**src/rtl/dma_burst_scheduler_pkg.sv**
```systemverilog
// Shared definitions for the DMA burst scheduler: FSM encodings, page
// geometry, priority width and the page-remaining helper.
package dma_burst_scheduler_pkg;

  // FSM encodings (plain constants so they read the same in every tool)
  localparam logic [2:0] S_IDLE   = 3'd0;
  localparam logic [2:0] S_ARB    = 3'd1;
  localparam logic [2:0] S_ISSUE  = 3'd2;
  localparam logic [2:0] S_WAIT   = 3'd3;
  localparam logic [2:0] S_UPDATE = 3'd4;

  // AXI bursts must not cross a 4 KB page
  localparam int PAGE_BYTES = 4096;
  localparam int PAGE_OFF_W = 12;

  // Channel priority width; 3 is the most urgent
  localparam int PRIO_W = 2;

  // Bytes left before the next page boundary, given the in-page offset.
  // Result is in 1..4096, so it needs one bit more than the offset.
  function automatic logic [PAGE_OFF_W:0] page_left(input logic [PAGE_OFF_W-1:0] off);
    page_left = (PAGE_OFF_W+1)'(PAGE_BYTES) - {1'b0, off};
  endfunction

endpackage

```
**src/rtl/dma_burst_scheduler_if.sv**
```systemverilog
// Scheduler <-> transfer engine burst interface.
//
// Handshake: the scheduler raises eng_start for exactly one cycle with
// eng_src_addr/eng_dst_addr/eng_size/eng_channel valid in that cycle; those
// fields then hold until the scheduler launches its next burst. The engine
// owns exactly one burst at a time and ends it with a one-cycle eng_done or
// eng_error pulse (eng_error wins if both are seen together). There is no
// back-pressure on eng_start: the scheduler never launches a second burst
// before the first has ended.
interface dma_burst_scheduler_if #(
  parameter int ADDR_WIDTH  = 32,
  parameter int CH_ID_WIDTH = 2
);
  logic                   eng_start;
  logic [ADDR_WIDTH-1:0]  eng_src_addr;
  logic [ADDR_WIDTH-1:0]  eng_dst_addr;
  logic [ADDR_WIDTH-1:0]  eng_size;
  logic [CH_ID_WIDTH-1:0] eng_channel;
  logic                   eng_done;
  logic                   eng_error;

  modport master (
    output eng_start, eng_src_addr, eng_dst_addr, eng_size, eng_channel,
    input  eng_done, eng_error
  );

  modport slave (
    input  eng_start, eng_src_addr, eng_dst_addr, eng_size, eng_channel,
    output eng_done, eng_error
  );
endinterface

```
**src/rtl/dma_burst_scheduler_rr_prio_picker.sv**
```systemverilog
// Combinational picker: highest priority among eligible channels, ties
// broken round-robin starting strictly after the pointer and wrapping.
module dma_rr_prio_picker
  import dma_burst_scheduler_pkg::*;
#(
  parameter int NUM_CHANNELS = 4,
  parameter int CH_ID_WIDTH  = 2
) (
  input  logic [NUM_CHANNELS-1:0]        eligible,
  input  logic [NUM_CHANNELS*PRIO_W-1:0] prio,
  input  logic [CH_ID_WIDTH-1:0]         ptr,
  output logic [CH_ID_WIDTH-1:0]         grant,
  output logic                           valid
);

  logic [PRIO_W-1:0]      prio_a [NUM_CHANNELS];
  logic [PRIO_W-1:0]      best_prio;
  logic [CH_ID_WIDTH-1:0] idx;
  int                     idx_i;

  // Unpack the flat priority bus into per-channel entries
  always_comb begin
    for (int i = 0; i < NUM_CHANNELS; i++) begin
      prio_a[i] = prio[i*PRIO_W +: PRIO_W];
    end
  end

  // Scan in round-robin order; only a strictly higher priority displaces the
  // current pick, so the first eligible channel after ptr wins ties
  always_comb begin
    grant     = '0;
    valid     = 1'b0;
    best_prio = '0;
    idx_i     = 0;
    idx       = '0;
    for (int k = 1; k <= NUM_CHANNELS; k++) begin
      idx_i = (int'(ptr) + k) % NUM_CHANNELS;
      idx   = CH_ID_WIDTH'(idx_i);
      if (eligible[idx] && (!valid || (prio_a[idx] > best_prio))) begin
        valid     = 1'b1;
        grant     = idx;
        best_prio = prio_a[idx];
      end
    end
  end

endmodule

```
**src/rtl/dma_burst_scheduler.sv**
```systemverilog
// DMA burst scheduler: cuts each channel's transfer into page-safe bursts
// no larger than MAX_BURST_BYTES and time-shares one transfer engine between
// channels burst by burst (strict priority, round-robin within a priority).
module dma_burst_scheduler
  import dma_burst_scheduler_pkg::*;
#(
  parameter int NUM_CHANNELS    = 4,
  parameter int ADDR_WIDTH      = 32,
  parameter int MAX_BURST_BYTES = 64,
  parameter int CH_ID_WIDTH     = 2
) (
  input  logic                             clk,
  input  logic                             rst_n,
  input  logic [NUM_CHANNELS-1:0]          ch_start,
  input  logic [NUM_CHANNELS-1:0]          ch_abort,
  input  logic [NUM_CHANNELS*ADDR_WIDTH-1:0] ch_src_addr,
  input  logic [NUM_CHANNELS*ADDR_WIDTH-1:0] ch_dst_addr,
  input  logic [NUM_CHANNELS*ADDR_WIDTH-1:0] ch_length,
  input  logic [NUM_CHANNELS*PRIO_W-1:0]   ch_priority,
  output logic [NUM_CHANNELS-1:0]          ch_busy,
  output logic [NUM_CHANNELS-1:0]          ch_done,
  output logic [NUM_CHANNELS-1:0]          ch_error,
  output logic [NUM_CHANNELS*ADDR_WIDTH-1:0] ch_remaining,
  output logic [2:0]                       dbg_state,
  dma_burst_scheduler_if.master            eng
);

  typedef logic [ADDR_WIDTH-1:0] addr_t;

  localparam addr_t LEN_MASK = {{(ADDR_WIDTH-2){1'b1}}, 2'b00};
  localparam addr_t MAX_BURST = ADDR_WIDTH'(MAX_BURST_BYTES);

  // Per-channel progress
  addr_t cur_src_q [NUM_CHANNELS];
  addr_t cur_src_d [NUM_CHANNELS];
  addr_t cur_dst_q [NUM_CHANNELS];
  addr_t cur_dst_d [NUM_CHANNELS];
  addr_t rem_q     [NUM_CHANNELS];
  addr_t rem_d     [NUM_CHANNELS];
  logic [NUM_CHANNELS-1:0] busy_q, busy_d;
  logic [NUM_CHANNELS-1:0] done_q, done_d;
  logic [NUM_CHANNELS-1:0] error_q, error_d;

  // Scheduler state
  logic [2:0]             state_q, state_d;
  logic [CH_ID_WIDTH-1:0] active_q, active_d;
  logic [CH_ID_WIDTH-1:0] rr_ptr_q, rr_ptr_d;
  logic                   abort_pend_q, abort_pend_d;
  logic                   eng_start_q, eng_start_d;
  addr_t                  eng_src_q, eng_src_d;
  addr_t                  eng_dst_q, eng_dst_d;
  addr_t                  eng_size_q, eng_size_d;

  // Arbitration helpers
  logic [NUM_CHANNELS-1:0] eligible;
  logic [NUM_CHANNELS-1:0] arb_mask;
  logic [CH_ID_WIDTH-1:0]  grant;
  logic                    pick_valid;
  addr_t                   win_src, win_dst, win_rem;
  addr_t                   src_left, dst_left, chunk;
  logic                    in_flight;
  logic                    any_next;

  // A channel competes while it is loaded and still has bytes to move; a
  // channel being aborted this very cycle is kept out of the arbitration
  always_comb begin
    for (int i = 0; i < NUM_CHANNELS; i++) begin
      eligible[i] = busy_q[i] && (rem_q[i] != '0);
    end
    arb_mask = eligible & ~ch_abort;
  end

  dma_rr_prio_picker #(
    .NUM_CHANNELS (NUM_CHANNELS),
    .CH_ID_WIDTH  (CH_ID_WIDTH)
  ) u_picker (
    .eligible (arb_mask),
    .prio     (ch_priority),
    .ptr      (rr_ptr_q),
    .grant    (grant),
    .valid    (pick_valid)
  );

  // Winner's burst size: remaining bytes, clipped to the burst limit and to
  // whichever of the source or destination page ends first
  always_comb begin
    win_src  = cur_src_q[grant];
    win_dst  = cur_dst_q[grant];
    win_rem  = rem_q[grant];
    src_left = ADDR_WIDTH'(page_left(win_src[PAGE_OFF_W-1:0]));
    dst_left = ADDR_WIDTH'(page_left(win_dst[PAGE_OFF_W-1:0]));
    chunk    = win_rem;
    if (MAX_BURST < chunk) chunk = MAX_BURST;
    if (src_left < chunk)  chunk = src_left;
    if (dst_left < chunk)  chunk = dst_left;
  end

  // The active channel owns the engine while its burst is launched or running
  assign in_flight = (state_q == S_ISSUE) || (state_q == S_WAIT);

  // Next-state logic: channel load/abort first, then the burst FSM
  always_comb begin
    state_d      = state_q;
    active_d     = active_q;
    rr_ptr_d     = rr_ptr_q;
    abort_pend_d = abort_pend_q;
    eng_start_d  = 1'b0;
    eng_src_d    = eng_src_q;
    eng_dst_d    = eng_dst_q;
    eng_size_d   = eng_size_q;
    busy_d       = busy_q;
    done_d       = '0;
    error_d      = '0;
    any_next     = 1'b0;
    for (int i = 0; i < NUM_CHANNELS; i++) begin
      cur_src_d[i] = cur_src_q[i];
      cur_dst_d[i] = cur_dst_q[i];
      rem_d[i]     = rem_q[i];
    end

    // Abort beats start. Aborting the running channel only arms a flag so the
    // engine's burst finishes cleanly; other channels drop out immediately.
    for (int i = 0; i < NUM_CHANNELS; i++) begin
      if (ch_abort[i]) begin
        if (in_flight && (active_q == CH_ID_WIDTH'(i))) begin
          abort_pend_d = 1'b1;
        end else begin
          busy_d[i] = 1'b0;
        end
      end else if (ch_start[i] && !busy_q[i]) begin
        cur_src_d[i] = ch_src_addr[i*ADDR_WIDTH +: ADDR_WIDTH];
        cur_dst_d[i] = ch_dst_addr[i*ADDR_WIDTH +: ADDR_WIDTH];
        rem_d[i]     = ch_length[i*ADDR_WIDTH +: ADDR_WIDTH] & LEN_MASK;
        if ((ch_length[i*ADDR_WIDTH +: ADDR_WIDTH] & LEN_MASK) == '0) begin
          done_d[i] = 1'b1;
        end else begin
          busy_d[i] = 1'b1;
        end
      end
    end

    case (state_q)
      S_IDLE: begin
        if (|eligible) state_d = S_ARB;
      end
      S_ARB: begin
        if (pick_valid) begin
          active_d     = grant;
          eng_src_d    = win_src;
          eng_dst_d    = win_dst;
          eng_size_d   = chunk;
          eng_start_d  = 1'b1;
          abort_pend_d = 1'b0;
          state_d      = S_ISSUE;
        end else begin
          state_d = S_IDLE;
        end
      end
      S_ISSUE: begin
        state_d = S_WAIT;
      end
      S_WAIT: begin
        if (eng.eng_error) begin
          error_d[active_q] = 1'b1;
          busy_d[active_q]  = 1'b0;
          abort_pend_d      = 1'b0;
          state_d           = S_IDLE;
        end else if (eng.eng_done) begin
          state_d = S_UPDATE;
        end
      end
      S_UPDATE: begin
        cur_src_d[active_q] = cur_src_q[active_q] + eng_size_q;
        cur_dst_d[active_q] = cur_dst_q[active_q] + eng_size_q;
        rem_d[active_q]     = rem_q[active_q] - eng_size_q;
        rr_ptr_d            = active_q;
        abort_pend_d        = 1'b0;
        if (abort_pend_q || ch_abort[active_q]) begin
          busy_d[active_q] = 1'b0;
        end else if (rem_d[active_q] == '0) begin
          done_d[active_q] = 1'b1;
          busy_d[active_q] = 1'b0;
        end
        for (int i = 0; i < NUM_CHANNELS; i++) begin
          if (busy_d[i] && (rem_d[i] != '0)) any_next = 1'b1;
        end
        state_d = any_next ? S_ARB : S_IDLE;
      end
      default: begin
        state_d = S_IDLE;
      end
    endcase
  end

  // State registers; reset also clears any burst in flight
  always_ff @(posedge clk or negedge rst_n) begin
    if (!rst_n) begin
      state_q      <= S_IDLE;
      active_q     <= '0;
      rr_ptr_q     <= CH_ID_WIDTH'(NUM_CHANNELS - 1);
      abort_pend_q <= 1'b0;
      eng_start_q  <= 1'b0;
      eng_src_q    <= '0;
      eng_dst_q    <= '0;
      eng_size_q   <= '0;
      busy_q       <= '0;
      done_q       <= '0;
      error_q      <= '0;
      for (int i = 0; i < NUM_CHANNELS; i++) begin
        cur_src_q[i] <= '0;
        cur_dst_q[i] <= '0;
        rem_q[i]     <= '0;
      end
    end else begin
      state_q      <= state_d;
      active_q     <= active_d;
      rr_ptr_q     <= rr_ptr_d;
      abort_pend_q <= abort_pend_d;
      eng_start_q  <= eng_start_d;
      eng_src_q    <= eng_src_d;
      eng_dst_q    <= eng_dst_d;
      eng_size_q   <= eng_size_d;
      busy_q       <= busy_d;
      done_q       <= done_d;
      error_q      <= error_d;
      for (int i = 0; i < NUM_CHANNELS; i++) begin
        cur_src_q[i] <= cur_src_d[i];
        cur_dst_q[i] <= cur_dst_d[i];
        rem_q[i]     <= rem_d[i];
      end
    end
  end

  // Output mapping
  always_comb begin
    for (int i = 0; i < NUM_CHANNELS; i++) begin
      ch_remaining[i*ADDR_WIDTH +: ADDR_WIDTH] = rem_q[i];
    end
  end

  assign ch_busy          = busy_q;
  assign ch_done          = done_q;
  assign ch_error         = error_q;
  assign dbg_state        = state_q;
  assign eng.eng_start    = eng_start_q;
  assign eng.eng_src_addr = eng_src_q;
  assign eng.eng_dst_addr = eng_dst_q;
  assign eng.eng_size     = eng_size_q;
  assign eng.eng_channel  = active_q;

endmodule

```
**src/flat_wrapper.sv**
```systemverilog
// flat-port wrapper written by rule: the top's interface ports become plain ports
module dma_burst_scheduler_flat import dma_burst_scheduler_pkg::*;
#(
  parameter int NUM_CHANNELS    = 4,
  parameter int ADDR_WIDTH      = 32,
  parameter int MAX_BURST_BYTES = 64,
  parameter int CH_ID_WIDTH     = 2
)
  (clk, rst_n, ch_start, ch_abort, ch_src_addr, ch_dst_addr, ch_length, ch_priority, ch_busy, ch_done, ch_error, ch_remaining, dbg_state, eng_eng_start, eng_eng_src_addr, eng_eng_dst_addr, eng_eng_size, eng_eng_channel, eng_eng_done, eng_eng_error);
  dma_burst_scheduler_if #(.ADDR_WIDTH(ADDR_WIDTH), .CH_ID_WIDTH(CH_ID_WIDTH)) eng_i ();
  input  logic clk;
  input  logic rst_n;
  input  logic [NUM_CHANNELS-1:0] ch_start;
  input  logic [NUM_CHANNELS-1:0] ch_abort;
  input  logic [NUM_CHANNELS*ADDR_WIDTH-1:0] ch_src_addr;
  input  logic [NUM_CHANNELS*ADDR_WIDTH-1:0] ch_dst_addr;
  input  logic [NUM_CHANNELS*ADDR_WIDTH-1:0] ch_length;
  input  logic [NUM_CHANNELS*PRIO_W-1:0] ch_priority;
  output logic [NUM_CHANNELS-1:0] ch_busy;
  output logic [NUM_CHANNELS-1:0] ch_done;
  output logic [NUM_CHANNELS-1:0] ch_error;
  output logic [NUM_CHANNELS*ADDR_WIDTH-1:0] ch_remaining;
  output logic [2:0] dbg_state;
  output wire logic [$bits(eng_i.eng_start)-1:0] eng_eng_start;
  output wire logic [$bits(eng_i.eng_src_addr)-1:0] eng_eng_src_addr;
  output wire logic [$bits(eng_i.eng_dst_addr)-1:0] eng_eng_dst_addr;
  output wire logic [$bits(eng_i.eng_size)-1:0] eng_eng_size;
  output wire logic [$bits(eng_i.eng_channel)-1:0] eng_eng_channel;
  input wire logic [$bits(eng_i.eng_done)-1:0] eng_eng_done;
  input wire logic [$bits(eng_i.eng_error)-1:0] eng_eng_error;
  assign eng_eng_start = eng_i.eng_start;
  assign eng_eng_src_addr = eng_i.eng_src_addr;
  assign eng_eng_dst_addr = eng_i.eng_dst_addr;
  assign eng_eng_size = eng_i.eng_size;
  assign eng_eng_channel = eng_i.eng_channel;
  assign eng_i.eng_done = eng_eng_done;
  assign eng_i.eng_error = eng_eng_error;
  dma_burst_scheduler #(.NUM_CHANNELS(NUM_CHANNELS), .ADDR_WIDTH(ADDR_WIDTH), .MAX_BURST_BYTES(MAX_BURST_BYTES), .CH_ID_WIDTH(CH_ID_WIDTH)) u_core (.clk(clk), .rst_n(rst_n), .ch_start(ch_start), .ch_abort(ch_abort), .ch_src_addr(ch_src_addr), .ch_dst_addr(ch_dst_addr), .ch_length(ch_length), .ch_priority(ch_priority), .ch_busy(ch_busy), .ch_done(ch_done), .ch_error(ch_error), .ch_remaining(ch_remaining), .dbg_state(dbg_state), .eng(eng_i));
endmodule
```
**config.mk**
```make
export PLATFORM = sky130hd
export DESIGN_NAME = dma_burst_scheduler_flat
export DESIGN_NICKNAME = d
export VERILOG_FILES = /design/src/rtl/dma_burst_scheduler_pkg.sv /design/src/rtl/dma_burst_scheduler_if.sv /design/src/rtl/dma_burst_scheduler_rr_prio_picker.sv /design/src/rtl/dma_burst_scheduler.sv /design/src/flat_wrapper.sv
export SDC_FILE = /design/constraint.sdc
export NUM_CORES = 2
export LEC_CHECK = 0
export CAP_MARGIN = 25
export CORE_ASPECT_RATIO = 2
export CORE_MARGIN = 2
export CORE_UTILIZATION = 23
export DETAILED_ROUTE_END_ITERATION = 10
export GPL_TIMING_DRIVEN = 0
export RECOVER_POWER = 50
export SYNTH_ARGS = -nofsm -noshare
export SYNTH_HDL_FRONTEND = slang
export SYNTH_HIERARCHICAL = 1
export SYNTH_SLANG_ARGS = --single-unit
```
**constraint.sdc**
```tcl
create_clock -name clk -period 10.25 [get_ports clk]
set_clock_uncertainty 0.15 [all_clocks]
set_input_delay 2.05 -clock clk [delete_from_list [all_inputs] [get_ports clk]]
set_output_delay 2.05 -clock clk [all_outputs]
set_load 0.01 [all_outputs]
```
==> flow_summary.toml <==
[run_status]
status = "finished, violations left"
violations = "max-capacitance violations, max-slew violations, negative setup slack"

[detailed_routing]
drt-total-wl_um = 212000
vias = 35400
drc = 0
via_per_inst = 5.53
wire_per_inst_um = 33.1
ant_nets = 0
firstDrtPassIters = 5
drt_iter0_drc = 3634

[global_route]
antenna_found_initial = 30
grt_pass1_wl_um = 285000
grtUsageTotal_pct = 27.4
grt_overflow_total = 0
grt_max_degree = 109
grt_pass1_vias = 35600

[pwr]
irDropWorstVdd_v = 0.000252
pwr_density_cell_nw_per_um2 = 367
cellLeakagePower_nw = 18.3
total_power_mw = 17.3

[critical_path]
crit_type = "reg2reg"
worst-path-stages = 52
r2r_cells = 52
crit_path_end_kind = "flop"
cp_max_fo = 10
critical_path_buf_inv_count = 7
cp_slowest_cell = "mux4_2"
cp-start-kind = "flop"
cp_top_family = "simple AND/OR/NAND/NOR gates"
cp.arrival_ns = 11.73
crit_required_ns = 10.64
cpMostUsedCell = "buf_6"
crit_path_max_incr_delay_ns = 0.55

[clock_network]
cts_buffer_depth = 3
cts_hold_buffers = 0
cts.sinks = 501
cts_root_buffer = "clkbuf_16"
cts_tree = "yes"
htreeDepth = 2
clk_latency_ns = 0.68
cts_made_buffers = 57
clk_pin_slew_ns = 0.06

[cells_and_area]
nNetsFinal = 4965
layout-drive-gt1-share_pct = 13.3
fin_cells = 6396
post-route-util_pct = 32.3
syn2layout_area_growth_pct = 39.4

[synthesis]
seq_area_frac_synth_pct = 37.2
synthTopCellsByCount = "nand2_1, dfrtp_1, a21oi_1, o21ai_0, nor2_1"
netlist_top_cells_area = "dfrtp_1, mux4_2, nand2_1"
synthArstFlopShare_pct = 100
synth_top_area_share_pct = 37.1
synth-main-ff-cell = "dfrtp_1"
yosysMostFrequentCell = "nand2_1"
postSynthCellCount = 3599
yosys.area.top_type = "dfrtp_1"
synth_edf_count = 0
ys_seq_elements = 501
yosysWarnings = 6
syn_area_per_cell_um2 = 9.36
synth_cell_types = 87
netlist_area_um2 = 33700

[job]
cap_violations = 5

[floorplan]
num_rows = 198
pin_count = 646
core_area_um2 = 145000
dieArea_um2 = 150000
die_h_um = 545
die_w_um = 275
initial_utilization_pct = 23.2

[sta]
tightest_slew_ns = 4.87
slew_violations = 510
min_period_over_period_pct = 111
finalHoldViolations = 0
finalCriticalPeriod_ns = 11.34
setup_tns_ns = -13.56
fmax_ghz = 0.0882
setup_viol = 13
maxSlewHeadroom_pct = -225
timing.final.ws_setup_ns = -1.09
rsz0062_at_grt = "true"
fin_hold_ws_ns = 0.318

[hold_path]
hold_depth = 2
min_path_type = "reg2reg"

[placed_design]
portBuffers = 637
dp_cells = 6185
hpwl_um = 168000
finalWeightedCongestion = 0.988
[where the power goes]
part,switching [mW],total [mW],internal [mW]
logic,6.72,11.4,4.64
registers,0.876,3.55,2.67
clock network,0.956,2.34,1.38
[per-stage QoR]
step / setup slack (ns) / cell area, µm²
final: -1.09 / 47000
after global routing: -1.34 / 46900
after global placement: -17.26 / 42600
after CTS: -0.927 / 46500
after detailed placement: -3.89 / 43400
after floorplan: 0.0197 / 33900
[tightest hold or removal path: cells and delay by family (launching register included)]
family,cells,cell delay [ns]
flops,1,0.34
simple gates,2,0.10
[metal layers]
| layer | routed length (µm) | up-vias | track usage (%) |
|---|---|---|---|
| met3 | 19600 | 617 | 7.25 |
| met4 | 17600 | 26 | 19.6 |
| met1 | 75200 | 17600 | 30.7 |
| met5 | 166 | - | 0 |
| met2 | 99300 | 2287 | 44.7 |
| li1 | - | 14800 | - |
[placed cells by master (no fill, tap or decap), types with 13 or more instances in the layout]
cell type / count
or3_1: 17
clkbuf_16: 61
mux4_2: 175
nor3_1: 37
ha_1: 117
nand3_1: 38
dfrtp_1: 482
o21ai_0: 244
a21o_1: 37
and3_1: 51
a31oi_1: 67
nand4_1: 23
a211oi_1: 125
mux2_2: 13
buf_4: 66
nor2_1: 181
inv_1: 83
nor2b_1: 131
xnor2_1: 52
nand3b_1: 14
o211ai_1: 23
dfrtp_2: 17
o21a_1: 17
buf_6: 22
diode_2: 19
nor4_1: 49
buf_1: 41
buf_8: 43
dlygate4sd3_1: 98
xor2_1: 45
nand2_1: 630
clkdlybuf4s50_1: 534
a21oi_1: 246
clkbuf_1: 183
nand2b_1: 32
mux2i_1: 174
[worst paths after layout]
| path | start | slack, ns | end |
|---|---|---|---|
| max | u_core/ch_remaining[60]$_DFF_PN0_ | -1.09 | u_core/eng.eng_size[0]$_DFFE_PN0P_ |
| min | u_core/eng.eng_src_addr[15]$_DFFE_PN0P_ | 0.32 | u_core/eng.eng_src_addr[15]$_DFFE_PN0P_ |
| max reg2reg | u_core/ch_remaining[60]$_DFF_PN0_ | -1.09 | u_core/eng.eng_size[0]$_DFFE_PN0P_ |
| min reg2reg | u_core/eng.eng_src_addr[15]$_DFFE_PN0P_ | 0.32 | u_core/eng.eng_src_addr[15]$_DFFE_PN0P_ |
| max in group asynchronous | rst_n | 1.03 | u_core/cur_src_q[87]$_DFF_PN0_ |
| min in group asynchronous | rst_n | 3.00 | u_core/eng.eng_dst_addr[20]$_DFFE_PN0P_ |
[cell families after synthesis]
| logic type | share of synthesized area, % |
|---|---|
| other cells | 0.0111 |
| flops | 37.2 |
| fa+ha+maj | 4.90 |
| xor+xnor | 2.65 |
| compound gates | 15.9 |
| buf+inv | 3.73 |
| mux | 17.5 |
| simple gates | 18.1 |
[sequential cells by signal, indices dropped and copies added (netlist names), 2 cells and up]
signal / flops
u_core/rr_ptr_q: 2
u_core/ch_error: 4
u_core/eng.eng_dst_addr: 32
u_core/dbg_state: 3
u_core/cur_dst_q: 128
u_core/eng.eng_channel: 2
u_core/cur_src_q: 128
u_core/eng.eng_src_addr: 32
u_core/ch_remaining: 128
u_core/eng.eng_size: 32
u_core/ch_busy: 4
u_core/ch_done: 4
[final cells by class]
type,instances,area (µm²)
inverter,86,325
clock inverter,23,383
antenna,19,47.5
tap,1900,2380
buffer,231,1020
fill,15200,98500
clock buffer,82,1670
sequential,501,12600
timing repair buffer,768,7770
multi-input combinational,2786,20800
[timing repair]
item,CTS,global route
endpoints found under the setup margin,52,13
cloned,3,0
setup buffers,55,20
hold endpoints to repair,0,0
pin swaps,62,53
gates resized for setup,153,40
Note: power is estimated with default switching activity, not from simulation.
